## config.mk

```make
export PLATFORM = sky130hd
export DESIGN_NAME = seq_shifter
export DESIGN_NICKNAME = d
export VERILOG_FILES = /design/src/rtl/seq_shifter.sv
export SDC_FILE = /design/constraint.sdc
export NUM_CORES = 1
export LEC_CHECK = 0
export BUFFER_PORTS_ARGS = -buffer_cell sky130_fd_sc_hd__buf_2
export CORE_MARGIN = 10
export CORE_UTILIZATION = 50
export DETAILED_ROUTE_END_ITERATION = 16
export PLACE_DENSITY_LB_ADDON = 0.12
export SLEW_MARGIN = 15
export SYNTH_ARGS = -nofsm -noshare
export SYNTH_HDL_FRONTEND = slang
export SYNTH_SLANG_ARGS = --single-unit
```

## constraint.sdc

```tcl
create_clock -name clk -period 4.4 [get_ports clk]
set_input_delay 1.1 -clock clk [delete_from_list [all_inputs] [get_ports clk]]
set_output_delay 1.1 -clock clk [all_outputs]
set_load 0.03 [all_outputs]
```

## src/rtl/seq_shifter.sv

```systemverilog
// Multi-cycle shift unit for the execute stage: one bit per clock under a start/busy/done handshake.
// Optional SEQ_SHIFTER_ONECYCLE_EN swaps the iterative path for a single-edge barrel shifter.
module seq_shifter #(
  parameter int unsigned N       = 16,
  parameter int unsigned SHAMT_W = 4
) (
  input  logic               clk,
  input  logic               rst_n,
  input  logic               start,
  input  logic [1:0]         op,
  input  logic [N-1:0]       data_in,
  input  logic [SHAMT_W-1:0] shamt,
  output logic               busy,
  output logic               done,
  output logic [N-1:0]       Shift_out,
  output logic               carry_out
);

  localparam logic [1:0] OP_LSL = 2'b00;
  localparam logic [1:0] OP_LSR = 2'b01;
  localparam logic [1:0] OP_ASR = 2'b10;

  typedef enum logic [0:0] {
    ST_IDLE  = 1'b0,
    ST_SHIFT = 1'b1
  } state_t;

  state_t               r_state;
  state_t               w_state_nxt;
  logic [N-1:0]         r_work;
  logic [N-1:0]         w_work_nxt;
  logic [SHAMT_W-1:0]   r_cnt;
  logic [SHAMT_W-1:0]   w_cnt_nxt;
  logic [1:0]           r_op;
  logic [1:0]           w_op_nxt;
  logic                 r_carry;
  logic                 w_carry_nxt;
  logic                 w_busy_nxt;
  logic                 w_done_nxt;
  logic [N-1:0]         w_shift_out_nxt;
  logic                 w_carry_out_nxt;

`ifdef SEQ_SHIFTER_ONECYCLE_EN
  // Full-amount barrel result; the extra bit of each extension holds the last bit shifted out.
  logic [N:0]         w_lsl_ext;
  logic [N:0]         w_lsr_ext;
  logic signed [N:0]  w_asr_ext;
  logic [31:0]        w_rot_amt;
  logic [N-1:0]       w_ror;
  logic [N-1:0]       w_bar_res;
  logic               w_bar_carry;

  always_comb begin
    w_lsl_ext   = {1'b0, r_work} << r_cnt;
    w_lsr_ext   = {r_work, 1'b0} >> r_cnt;
    w_asr_ext   = $signed({r_work, 1'b0}) >>> r_cnt;
    w_rot_amt   = 32'(r_cnt) % N;
    w_ror       = N'({r_work, r_work} >> w_rot_amt);
    w_bar_res   = w_ror;
    w_bar_carry = (r_cnt != '0) & w_ror[N-1];
    case (r_op)
      OP_LSL: begin
        w_bar_res   = w_lsl_ext[N-1:0];
        w_bar_carry = w_lsl_ext[N];
      end
      OP_LSR: begin
        w_bar_res   = w_lsr_ext[N:1];
        w_bar_carry = w_lsr_ext[0];
      end
      OP_ASR: begin
        w_bar_res   = w_asr_ext[N:1];
        w_bar_carry = w_asr_ext[0];
      end
      default: ;
    endcase
  end
`else
  logic [N-1:0] w_step_work;
  logic         w_step_carry;

  // Single-position step of the iterative datapath.
  always_comb begin
    w_step_work  = {r_work[0], r_work[N-1:1]};
    w_step_carry = r_work[0];
    case (r_op)
      OP_LSL: begin
        w_step_work  = {r_work[N-2:0], 1'b0};
        w_step_carry = r_work[N-1];
      end
      OP_LSR:  w_step_work = {1'b0, r_work[N-1:1]};
      OP_ASR:  w_step_work = {r_work[N-1], r_work[N-1:1]};
      default: ;
    endcase
  end
`endif

  always_ff @(posedge clk or negedge rst_n) begin
    if (!rst_n) r_state <= ST_IDLE;
    else        r_state <= w_state_nxt;
  end

  always_comb begin
    w_state_nxt     = r_state;
    w_work_nxt      = r_work;
    w_cnt_nxt       = r_cnt;
    w_op_nxt        = r_op;
    w_carry_nxt     = r_carry;
    w_busy_nxt      = busy;
    w_done_nxt      = 1'b0;
    w_shift_out_nxt = Shift_out;
    w_carry_out_nxt = carry_out;
    case (r_state)
      ST_IDLE: begin
        if (start) begin
          w_work_nxt  = data_in;
          w_cnt_nxt   = shamt;
          w_op_nxt    = op;
          w_carry_nxt = 1'b0;
          w_busy_nxt  = 1'b1;
          w_state_nxt = ST_SHIFT;
        end
      end
      ST_SHIFT: begin
`ifdef SEQ_SHIFTER_ONECYCLE_EN
        w_shift_out_nxt = w_bar_res;
        w_carry_out_nxt = w_bar_carry;
        w_done_nxt      = 1'b1;
        w_busy_nxt      = 1'b0;
        w_state_nxt     = ST_IDLE;
`else
        if (r_cnt != '0) begin
          w_work_nxt  = w_step_work;
          w_carry_nxt = w_step_carry;
          w_cnt_nxt   = r_cnt - SHAMT_W'(1);
        end else begin
          w_shift_out_nxt = r_work;
          w_carry_out_nxt = r_carry;
          w_done_nxt      = 1'b1;
          w_busy_nxt      = 1'b0;
          w_state_nxt     = ST_IDLE;
        end
`endif
      end
      default: w_state_nxt = ST_IDLE;
    endcase
  end

  always_ff @(posedge clk or negedge rst_n) begin
    if (!rst_n) begin
      r_work    <= '0;
      r_cnt     <= '0;
      r_op      <= '0;
      r_carry   <= 1'b0;
      busy      <= 1'b0;
      done      <= 1'b0;
      Shift_out <= '0;
      carry_out <= 1'b0;
    end else begin
      r_work    <= w_work_nxt;
      r_cnt     <= w_cnt_nxt;
      r_op      <= w_op_nxt;
      r_carry   <= w_carry_nxt;
      busy      <= w_busy_nxt;
      done      <= w_done_nxt;
      Shift_out <= w_shift_out_nxt;
      carry_out <= w_carry_out_nxt;
    end
  end

endmodule
```

==> out/metrics.csv, run 1 <==
stage,metric,value,unit
outcome,status,finished clean,
die,initial core utilization,0.527,
grt,grt ovf,0,
cts,CTS tree,built,
cts,CTS resizes,0,
finish,Final Util,0.596,
worst_setup_path,CP startpoint kind,input pin,
synthesis,Main synth FF type,dfrtp_1,
synthesis,Post-synth EDFFs,0,
sta,Clock Skew,0.00571,ns
cts,# H-tree levels,2,
synthesis,post-synth top area cell,dfrtp_1,
finish,layout cell share with drive strength beyond 1,0.349,
sta,Final TNS setup,0,ns
worst_setup_path,CP Max Fanout,15,
power,clock network fraction of total power,0.114,
hold_path,HP Class,flip-flop to flip-flop,
route,violation count after the first detailed-routing iteration,135,
worst_setup_path,Critical R2R Launch,r_state,
die,Rows,23,
route,first-pass detailed-route iteration total,5,
sta,fin. max-slew vios,0,
route,vias per cell,5.73,
power,Switching Fraction,0.433,
route,vias,1617,
route,drc violations,0,
sta,fin crit share,0.651,
route,Final ANT Viol Nets,0,
synthesis,Synth Net Count,221,
power,Peak VDD IR,0.350,mV
synthesis,proportion of synthesized chip area in sequential cells,0.500,
worst_setup_path,Worst EP arrival,3.04,ns
die,Die ar.,7330,sq um
power,switching pwr,0.930,mW
cts,CTS Root Cell,clkbuf_8,
power,Sequential Power Share,0.354,
grt,initial antenna violation count,0,
grt,vias in the first global route,1675,
worst_setup_path,Worst Path Required,4.58,ns
placed_design,# port buffers,43,
sta,Fmax,0.349,GHz
synthesis,top cell type's share of synthesized area,0.500,
worst_setup_path,flop2flop setup slack,2.12,ns
grt,Tot GR Track Use,0.134,
cts,clk sink count,43,
sta,Tmin final,2.86,ns
sta,worst-margin pin slew,1.10,ns
die,IO Pins,44,
placed_design,Placer Congestion,0.734,
synthesis,largest family of logic cells by synthesized area,compound AO/OA/AOI/OAI gates,
synthesis,Synth Area in Adders,0.00581,
route,WL per Instance,17.0,microns
finish,most frequent cells in the layout,"dfrtp_1, buf_2, o21ai_0",
synthesis,average size of a mapped cell,11.0,sq um
finish,synth-to-layout area growth,13.3,%
die,core footprint,4090,sq um
flow_run,Max Cap Viol,0,
finish,Nets,257,
worst_setup_path,crit path launch,start,
cts,Max clock buf depth,2,
grt,first-pass GRT wire length,8210,microns
die,Die Width,85.6,microns
synthesis,"top cells by area, synth","dfrtp_1, mux2_2, o21ai_0",
synthesis,"Distinct cells, synth",31,
synthesis,Syn Std Cell Area,2150,sq um
sta,RSZ-0062 raised after global routing,no,
route,Routed WL,4790,microns
cts,Clock Pin Slew Worst Setup and Hold Paths,0.08,ns
synthesis,Synth Area in Simple Gates,0.103,
cts,cts bufs inserted,5,
grt,largest net degree at the start of global routing,46,
synthesis,"FF+latch count, synth",43,
power,combinational share of power,0.532,
synthesis,Synth Area in Compound Gates,0.181,
power,LEAKAGE,1.12,nW
finish,"Design Area, Final",2440,sq um
worst_setup_path,critical path endpoint category,flip-flop,
cts,CTS Hold Bufs,0,
worst_setup_path,R2R Path End,r_work[0],
synthesis,Ys Warns,0,
sta,Final Hold Fails,0,
synthesis,post-synthesis async set-or-reset flop share,1.00,
worst_setup_path,Critical Path End,r_work[0],
synthesis,xor/xnor share of the synthesized area,0,
cts,"Setup Fix Bufs, Post-CTS",0,
finish,antenna cells,0,
cts,worst skew pair latency,0.29,ns
sta,endpoints failing setup,0,
synthesis,multiplexer area fraction after synthesis,0.151,
die,die height,85.6,microns
worst_setup_path,critical path type,input pin to flip-flop,
sta,relative slew slack,0.261,
power,P_int,1.22,mW
synthesis,Syn Inst Count,195,
placed_design,post-DP HPWL,3370,microns
power,Pwr per Cell Area,880,nW/um^2
worst_setup_path,R2R cell count,4,
placed_design,Post-DP Area,2350,sq um
-- metal layers --
layer / up-vias / share of wire / global-route usage
met5: - / 0 / 0
met4: 0 / 0.0065 / 0.0374
met3: 5 / 0.065 / 0.0464
met2: 46 / 0.49 / 0.220
met1: 796 / 0.43 / 0.163
li1: 770 / - / -
-- power by group through the flow --
stage	Clock, mW	Sequential, mW	Combinational [mW]
2_1_floorplan	0	0.878	0.791
3_3_place_gp	0	0.756	1.11
3_5_place_dp	0	0.767	1.15
4_1_cts	0.251	0.761	1.15
5_1_grt	0.269	0.793	1.26
6_report	0.245	0.759	1.14
-- logic make-up after synthesis --
family                     after synthesis
adders and majority gates                1
DFF                                     43
and+or+nand+nor                         41
AOI/OAI and AO/OA                       55
buffers and inverters                   25
muxes                                   30
-- state kept, by name, indices dropped and copies added (netlist names) --
register / count
Shift_out: 16
r_cnt: 4
done: 1
r_state: 1
r_carry: 1
r_op: 2
carry_out: 1
busy: 1
r_work: 16
-- layout make-up --
class | count | area (sq um)
sequential | 43 | 1080
inverter | 9 | 33.8
multi-input combinational | 127 | 950
clock inverter | 2 | 12.5
fill | 361 | 1650
timing repair buffer | 45 | 230
clock buffer | 6 | 72.6
tap | 50 | 62.6
-- synth_stat cells (2+ instances only) --
library cell	n
nand2b_1	12
inv_1	8
o311a_1	4
o32ai_1	4
buf_2	2
nor2_1	15
buf_6	4
o31ai_1	3
clkbuf_1	9
mux2i_1	11
dfrtp_1	43
a211oi_1	2
mux2_2	19
a21oi_1	6
or4b_2	2
o31ai_2	7
o21ai_0	24
nor2b_1	4
nand2_1	4
-- worst min-delay path by stage --
stage / endpoint / startpoint / cells after the start / slack, ns
floorplan: r_carry / r_carry / 1 / 0.45
global placement: busy / busy / 2 / 0.47
detailed placement: Shift_out[15] / Shift_out[15] / 1 / 0.49
CTS: Shift_out[15] / Shift_out[15] / 1 / 0.51
global route: Shift_out[15] / Shift_out[15] / 1 / 0.53
finish: Shift_out[7] / Shift_out[7] / 1 / 0.50
-- stage by stage --
step | hold slack [ns] | cells | setup slack, ns | total power, mW
floorplan | 0.451 | 195 | 2.08 | 1.67
global placement | 0.475 | 274 | 1.36 | 1.87
detailed placement | 0.490 | 274 | 1.26 | 1.92
CTS | 0.508 | 282 | 1.56 | 2.17
global route | 0.526 | 282 | 1.38 | 2.32
finish | 0.503 | 282 | 1.54 | 2.15
-- critical path, cell delays in order --
cell and delay (ns):
buf_2 0.15, nor2_1 0.64, or2_1 0.65, inv_2 0.18, mux2_2 0.31
Note: power is estimated with default switching activity, not from simulation.
==> inputs of run 2 (changes only) <==
--- a/config.mk
+++ b/config.mk
@@ -5,9 +5,10 @@
 export SDC_FILE = /design/constraint.sdc
 export NUM_CORES = 1
 export LEC_CHECK = 0
+export ABC_AREA = 1
 export BUFFER_PORTS_ARGS = -buffer_cell sky130_fd_sc_hd__buf_2
 export CORE_MARGIN = 10
-export CORE_UTILIZATION = 50
+export CORE_UTILIZATION = 49
 export DETAILED_ROUTE_END_ITERATION = 16
 export PLACE_DENSITY_LB_ADDON = 0.12
 export SLEW_MARGIN = 15
==> constraint.sdc (replaced) <==
create_clock -name clk -period 2.6 [get_ports clk]
set_input_delay 0.65 -clock clk [delete_from_list [all_inputs] [get_ports clk]]
set_output_delay 0.65 -clock clk [all_outputs]
set_load 0.03 [all_outputs]
==> out/metrics.csv, run 2 <==
stage,metric,value,unit
outcome,status,finished clean,
synthesis,proportion of synthesized chip area in sequential cells,0.508,
finish,Nets,350,
worst_setup_path,critical path type,flip-flop to flip-flop,
synthesis,top cell type's share of synthesized area,0.508,
synthesis,top-count cell post-synth,nand2_1,
power,Pwr per Cell Area,1340,nW/um^2
route,Final ANT Viol Nets,0,
worst_setup_path,Worst Path Required,2.79,ns
route,vias per cell,4.87,
route,Routed WL,4920,microns
route,WL per Instance,13.1,microns
grt,first-pass GRT wire length,8280,microns
cts,cts bufs inserted,5,
cts,worst skew pair latency,0.30,ns
synthesis,"Distinct cells, synth",19,
power,Switching Fraction,0.480,
power,combinational share of power,0.512,
synthesis,post-synth top area cell,dfrtp_1,
cts,CTS Hold Bufs,0,
sta,Clock Skew,0.00715,ns
sta,endpoints failing setup,0,
die,core footprint,4090,sq um
sta,Final WS setup,0.754,ns
cts,# H-tree levels,2,
sta,Tmin final,1.85,ns
hold_path,HP Class,input pin to async pin,
synthesis,Post-synth EDFFs,0,
power,LEAKAGE,1.37,nW
finish,Sequential Area,1080,sq um
grt,grt ovf,0,
finish,Final Non-Filler Cells,375,
sta,Final Hold Fails,0,
worst_setup_path,Worst EP arrival,2.03,ns
cts,CTS resizes,0,
placed_design,post-DP HPWL,3700,microns
die,Rows,23,
die,initial core utilization,0.518,
route,vias,1827,
placed_design,# port buffers,43,
worst_setup_path,Critical Path Max Stage Delay,0.38,ns
route,drc violations,0,
die,die height,85.8,microns
placed_design,pre-CTS setup slack,0.783,ns
synthesis,Ys Warns,0,
synthesis,Post-synth top cells,"nand2_1, dfrtp_1, o21ai_0",
synthesis,Synth Net Count,308,
die,IO Pins,44,
power,total chip power,3.26,mW
die,Die ar.,7350,sq um
finish,most frequent cells in the layout,"nand2_1, dfrtp_1, buf_2",
grt,initial antenna violation count,0,
flow_run,Max Cap Viol,0,
sta,RSZ-0062 raised after global routing,no,
synthesis,average size of a mapped cell,7.51,sq um
worst_setup_path,R2R cell count,7,
sta,fin. max-slew vios,0,
power,P_int,1.69,mW
cts,CTS tree,built,
route,first-pass detailed-route iteration total,4,
sta,fin crit share,0.710,
cts,Max clock buf depth,2,
synthesis,"top cells by area, synth","dfrtp_1, nand2_1, o21ai_0",
worst_setup_path,CP Max Fanout,37,
sta,Final TNS setup,0,ns
placed_design,Placer Congestion,0.815,
grt,Tot GR Track Use,0.137,
sta,Fmax,0.542,GHz
finish,filler cell count in the final layout,420,
sta,worst-margin pin slew,0.387,ns
synthesis,Syn Std Cell Area,2120,sq um
cts,Clock Pin Slew Worst Setup and Hold Paths,0.08,ns
grt,vias in the first global route,1740,
worst_setup_path,R2R Path End,r_cnt[1],
die,Die Width,85.8,microns
finish,layout cell share with drive strength beyond 1,0.191,
worst_setup_path,critical path endpoint category,flip-flop,
finish,multi-input gate area in the final layout,871,sq um
finish,largest registers,"Shift_out: 16 flops, r_work: 16 flops, r_cnt: 4 flops",
worst_setup_path,Critical R2R Launch,r_cnt[0],
power,Sequential Power Share,0.362,
worst_setup_path,critical-path cell list,inv_1 -> ha_1 -> nand3_4 -> nand2_4 -> inv_2 -> nand2_1 -> o21ai_0,
finish,synth-to-layout area growth,14.6,%
synthesis,Syn Inst Count,282,
synthesis,"FF+latch count, synth",43,
cts,CTS Root Cell,clkbuf_8,
worst_setup_path,CP startpoint kind,flip-flop,
route,violation count after the first detailed-routing iteration,122,
sta,relative slew slack,0.742,
power,clock network fraction of total power,0.126,
synthesis,post-synthesis async set-or-reset flop share,1.00,
finish,"leading cell type in the layout, fill and taps excluded",nand2_1,
placed_design,Inst Count DP,367,
worst_setup_path,flop2flop setup slack,0.75,ns
power,Peak VDD IR,0.546,mV
cts,clk sink count,43,
worst_setup_path,Critical-path top delay cell,dfrtp_1,
synthesis,Main synth FF type,dfrtp_1,
finish,antenna cells,0,
grt,largest net degree at the start of global routing,38,
power,switching pwr,1.56,mW
cts,"Setup Fix Bufs, Post-CTS",0,
-- run 2: changes by cell type in the layout (fill, tap and decap cells not counted), moves of 5 or more --
cell / delta
nand3_1: +16
a21oi_1: -5
inv_1: +13
nand2b_1: -12
mux2i_1: -11
mux2_2: -19
o31ai_2: -7
nand2_1: +128
-- run 2: through the flow --
| stage | util | instance area (sq um) | hold slack (ns) |
|---|---|---|---|
| 5_1_grt | 0.594 | 2430 | 0.250 |
| 2_1_floorplan | - | 2120 | 0.354 |
| 3_5_place_dp | 0.574 | 2340 | 0.469 |
| 4_1_cts | 0.594 | 2430 | 0.243 |
| 3_3_place_gp | 0.574 | 2340 | 0.462 |
| 6_report | 0.594 | 2430 | 0.237 |
-- run 2: cells by family after synthesis --
group           count (synthesis)  synth area share
compound gates                 31            0.0797
buf+inv                        36            0.0809
flops                          43             0.508
fa+ha+maj                       1           0.00591
simple gates                  171             0.325
-- run 2: power groups by stage --
stage	Combinational [mW]	Sequential [mW]	Clock, mW
6_report	1.67	1.18	0.410
5_1_grt	1.91	1.22	0.444
4_1_cts	1.68	1.18	0.422
3_5_place_dp	1.67	1.19	0
3_3_place_gp	1.64	1.19	0
2_1_floorplan	1.08	1.39	0
-- run 2: worst max-delay path, delay by kind of cell, from the launching register on --
kind                       cells  cell delay (ns)
AOI/OAI and AO/OA              1             0.07
adders and majority gates      1             0.23
buffers and inverters          2             0.29
DFF                            1             0.38
and+or+nand+nor                3             0.75
-- run 2: metal layers --
metal	GRT usage	vias to the layer above	routed length, microns
li1	-	955	-
met1	0.179	831	2420
met2	0.204	34	2150
met3	0.0492	7	296
met4	0.0494	0	62
met5	0	-	0
-- run 2: worst max-delay path by stage --
stage          startpoint    endpoint  slack (ns)  cells past startpoint
6_report         r_cnt[0]    r_cnt[1]        0.75                      7
5_1_grt          r_cnt[0]   r_work[0]        0.56                      7
4_1_cts          r_cnt[0]    r_cnt[1]        0.73                      7
3_5_place_dp     r_cnt[0]    r_cnt[0]        0.78                      7
3_3_place_gp     r_cnt[0]    r_cnt[0]        0.81                      7
2_1_floorplan       start  r_work[13]        1.25                      7
-- run 2: layout make-up --
type	instances	area share
repair buffers	47	0.101
inverters	24	0.0371
multi-input cells	203	0.359
flip-flops and latches	43	0.443
well taps	50	0.0258
clock inverters	3	0.00618
clock buffers	5	0.0283
==> inputs of run 3 (changes only) <==
--- a/config.mk
+++ b/config.mk
@@ -5,7 +5,7 @@
 export SDC_FILE = /design/constraint.sdc
 export NUM_CORES = 1
 export LEC_CHECK = 0
-export ABC_AREA = 1
+export ABC_AREA = 0
 export BUFFER_PORTS_ARGS = -buffer_cell sky130_fd_sc_hd__buf_2
 export CORE_MARGIN = 10
 export CORE_UTILIZATION = 49
==> constraint.sdc (replaced) <==
create_clock -name clk -period 1.5 [get_ports clk]
set_input_delay 0.375 -clock clk [delete_from_list [all_inputs] [get_ports clk]]
set_output_delay 0.375 -clock clk [all_outputs]
set_load 0.03 [all_outputs]
==> out/metrics.csv, run 3 (same netlist as run 1, synthesis figures left out) <==
stage,metric,value,unit
outcome,status,"finished, violations left",
outcome,failing checks,setup timing,
cts,Clock Pin Slew Worst Setup and Hold Paths,0.08,ns
route,Routed WL,5780,microns
cts,cts bufs inserted,5,
route,WL per Instance,18.2,microns
die,Rows,24,
sta,Final WS setup,-0.0906,ns
grt,Tot GR Track Use,0.159,
sta,Final TNS setup,-1.72,ns
die,die height,86.3,microns
placed_design,Inst Count DP,299,
grt,met1 GRT Util,0.179,
finish,Final Non-Filler Cells,317,
finish,layout cell share with drive strength beyond 1,0.521,
grt,largest net degree at the start of global routing,44,
finish,Nets,291,
cts,CTS Root Cell,clkbuf_8,
hold_path,HP Class,input pin to async pin,
power,Peak VDD IR,1.22,mV
route,violation count after the first detailed-routing iteration,73,
sta,Fmax,0.629,GHz
sta,fin crit share,1.06,
route,vias per cell,5.62,
finish,filler cell count in the final layout,320,
power,Pwr per Cell Area,2680,nW/um^2
route,first-pass detailed-route iteration total,4,
finish,multi-input gate area in the final layout,1150,sq um
grt,first-pass GRT wire length,9610,microns
placed_design,post-DP HPWL,3850,microns
cts,clk sink count,43,
sta,Final Hold Fails,0,
sta,relative slew slack,0.817,
route,drc violations,0,
cts,Max clock buf depth,2,
finish,"Design Area, Final",2990,sq um
cts,worst skew pair latency,0.30,ns
sta,Tmin final,1.59,ns
power,LEAKAGE,1.36,nW
finish,Final Util,0.697,
worst_setup_path,critical path endpoint category,flip-flop,
finish,most frequent cells in the layout,"dfrtp_1, buf_2, buf_4",
worst_setup_path,R2R Path End,Shift_out[6],
worst_setup_path,Worst EP arrival,1.77,ns
die,core footprint,4290,sq um
route,vias,1780,
placed_design,Post-DP Area,2560,sq um
grt,GR Layer Usage met2,0.277,
die,IO Pins,44,
sta,Fin Hold WS,0.0389,ns
grt,initial antenna violation count,0,
die,Die Width,86.3,microns
finish,Sequential Area,1080,sq um
die,initial core utilization,0.501,
placed_design,pre-CTS setup slack,-0.174,ns
finish,antenna cells,0,
placed_design,Placer Congestion,0.771,
finish,synth-to-layout area growth,39.1,%
grt,vias in the first global route,2031,
sta,endpoints failing setup,34,
worst_setup_path,Worst Path Required,1.68,ns
flow_run,Max Cap Viol,0,
power,total chip power,8.03,mW
grt,grt ovf,0,
placed_design,# port buffers,43,
worst_setup_path,critical path type,flip-flop to flip-flop,
finish,largest registers,"Shift_out: 16 flops, r_work: 16 flops, r_cnt: 4 flops",
worst_setup_path,CP Max Fanout,12,
grt,GRT busiest layer,met2,
worst_setup_path,Critical R2R Launch,r_cnt[0],
grt,met3 global-route usage,0.0469,
die,Die ar.,7440,sq um
sta,fin. max-slew vios,0,
worst_setup_path,CP startpoint kind,flip-flop,
route,Final ANT Viol Nets,0,
sta,worst-margin pin slew,0.267,ns
cts,# H-tree levels,2,
sta,Clock Skew,0.00761,ns
cts,CTS Hold Bufs,0,
worst_setup_path,R2R cell count,6,
cts,CTS tree,built,
worst_setup_path,flop2flop setup slack,-0.09,ns
sta,RSZ-0062 raised after global routing,yes,
[run 3: cell types whose count changed in the layout (fill, tap and decap cells not counted), sizes merged, moves of 5 or more]
cell	previous run	this run
nand2	133	4
buf	47	79
mux2	0	19
nand3	17	0
inv	24	9
nand2b	0	12
mux2i	0	11
o31ai	0	10
a21oi	1	6
nor2	20	15
[run 3: timing repair]
action	in CTS	in global routing
resized for setup	49	10
endpoints found under the setup margin	36	36
buffers inserted	9	0
pin swaps	21	3
cloned	2	0
[run 3: final cells by class]
class,instances,share of cell area
Clock buffer,6,0.0276
Clock inverter,1,0.00167
Inverter,9,0.0121
Multi-Input combinational cell,127,0.384
Sequential cell,43,0.359
Tap cell,52,0.0217
Timing Repair Buffer,79,0.193
[run 3: layer usage]
layer  vias up  routed length, microns  share of wire
li1        839                       -              -
met1       887                    2400           0.41
met2        49                    2980           0.52
met3         5                     347          0.060
met4         0                      59          0.010
met5         -                       0              0
[run 3: worst max path at each step]
stage	depth (start not counted)	slack, ns	startpoint	to
4_1_cts	6	-0.09	r_cnt[0]	r_work[0]
3_5_place_dp	6	-0.17	r_cnt[0]	r_work[2]
3_3_place_gp	6	-0.08	r_cnt[0]	r_work[2]
5_1_grt	6	-0.14	r_cnt[0]	Shift_out[6]
6_report	6	-0.09	r_cnt[0]	Shift_out[6]
2_1_floorplan	8	-0.20	r_cnt[1]	r_work[0]
[run 3: critical path: stages (launching register included)]
cell	delay (ns)
dfrtp_1	0.39
inv_2	0.09
ha_4	0.12
and4bb_2	0.26
buf_6	0.14
buf_12	0.14
mux2_2	0.34
[run 3: power by group]
part	total, mW	internal, mW	switching [mW]
Sequential	2.21	1.78	0.424
Combinational	5.07	2.53	2.55
Clock	0.754	0.362	0.393
Total	8.03	4.67	3.37
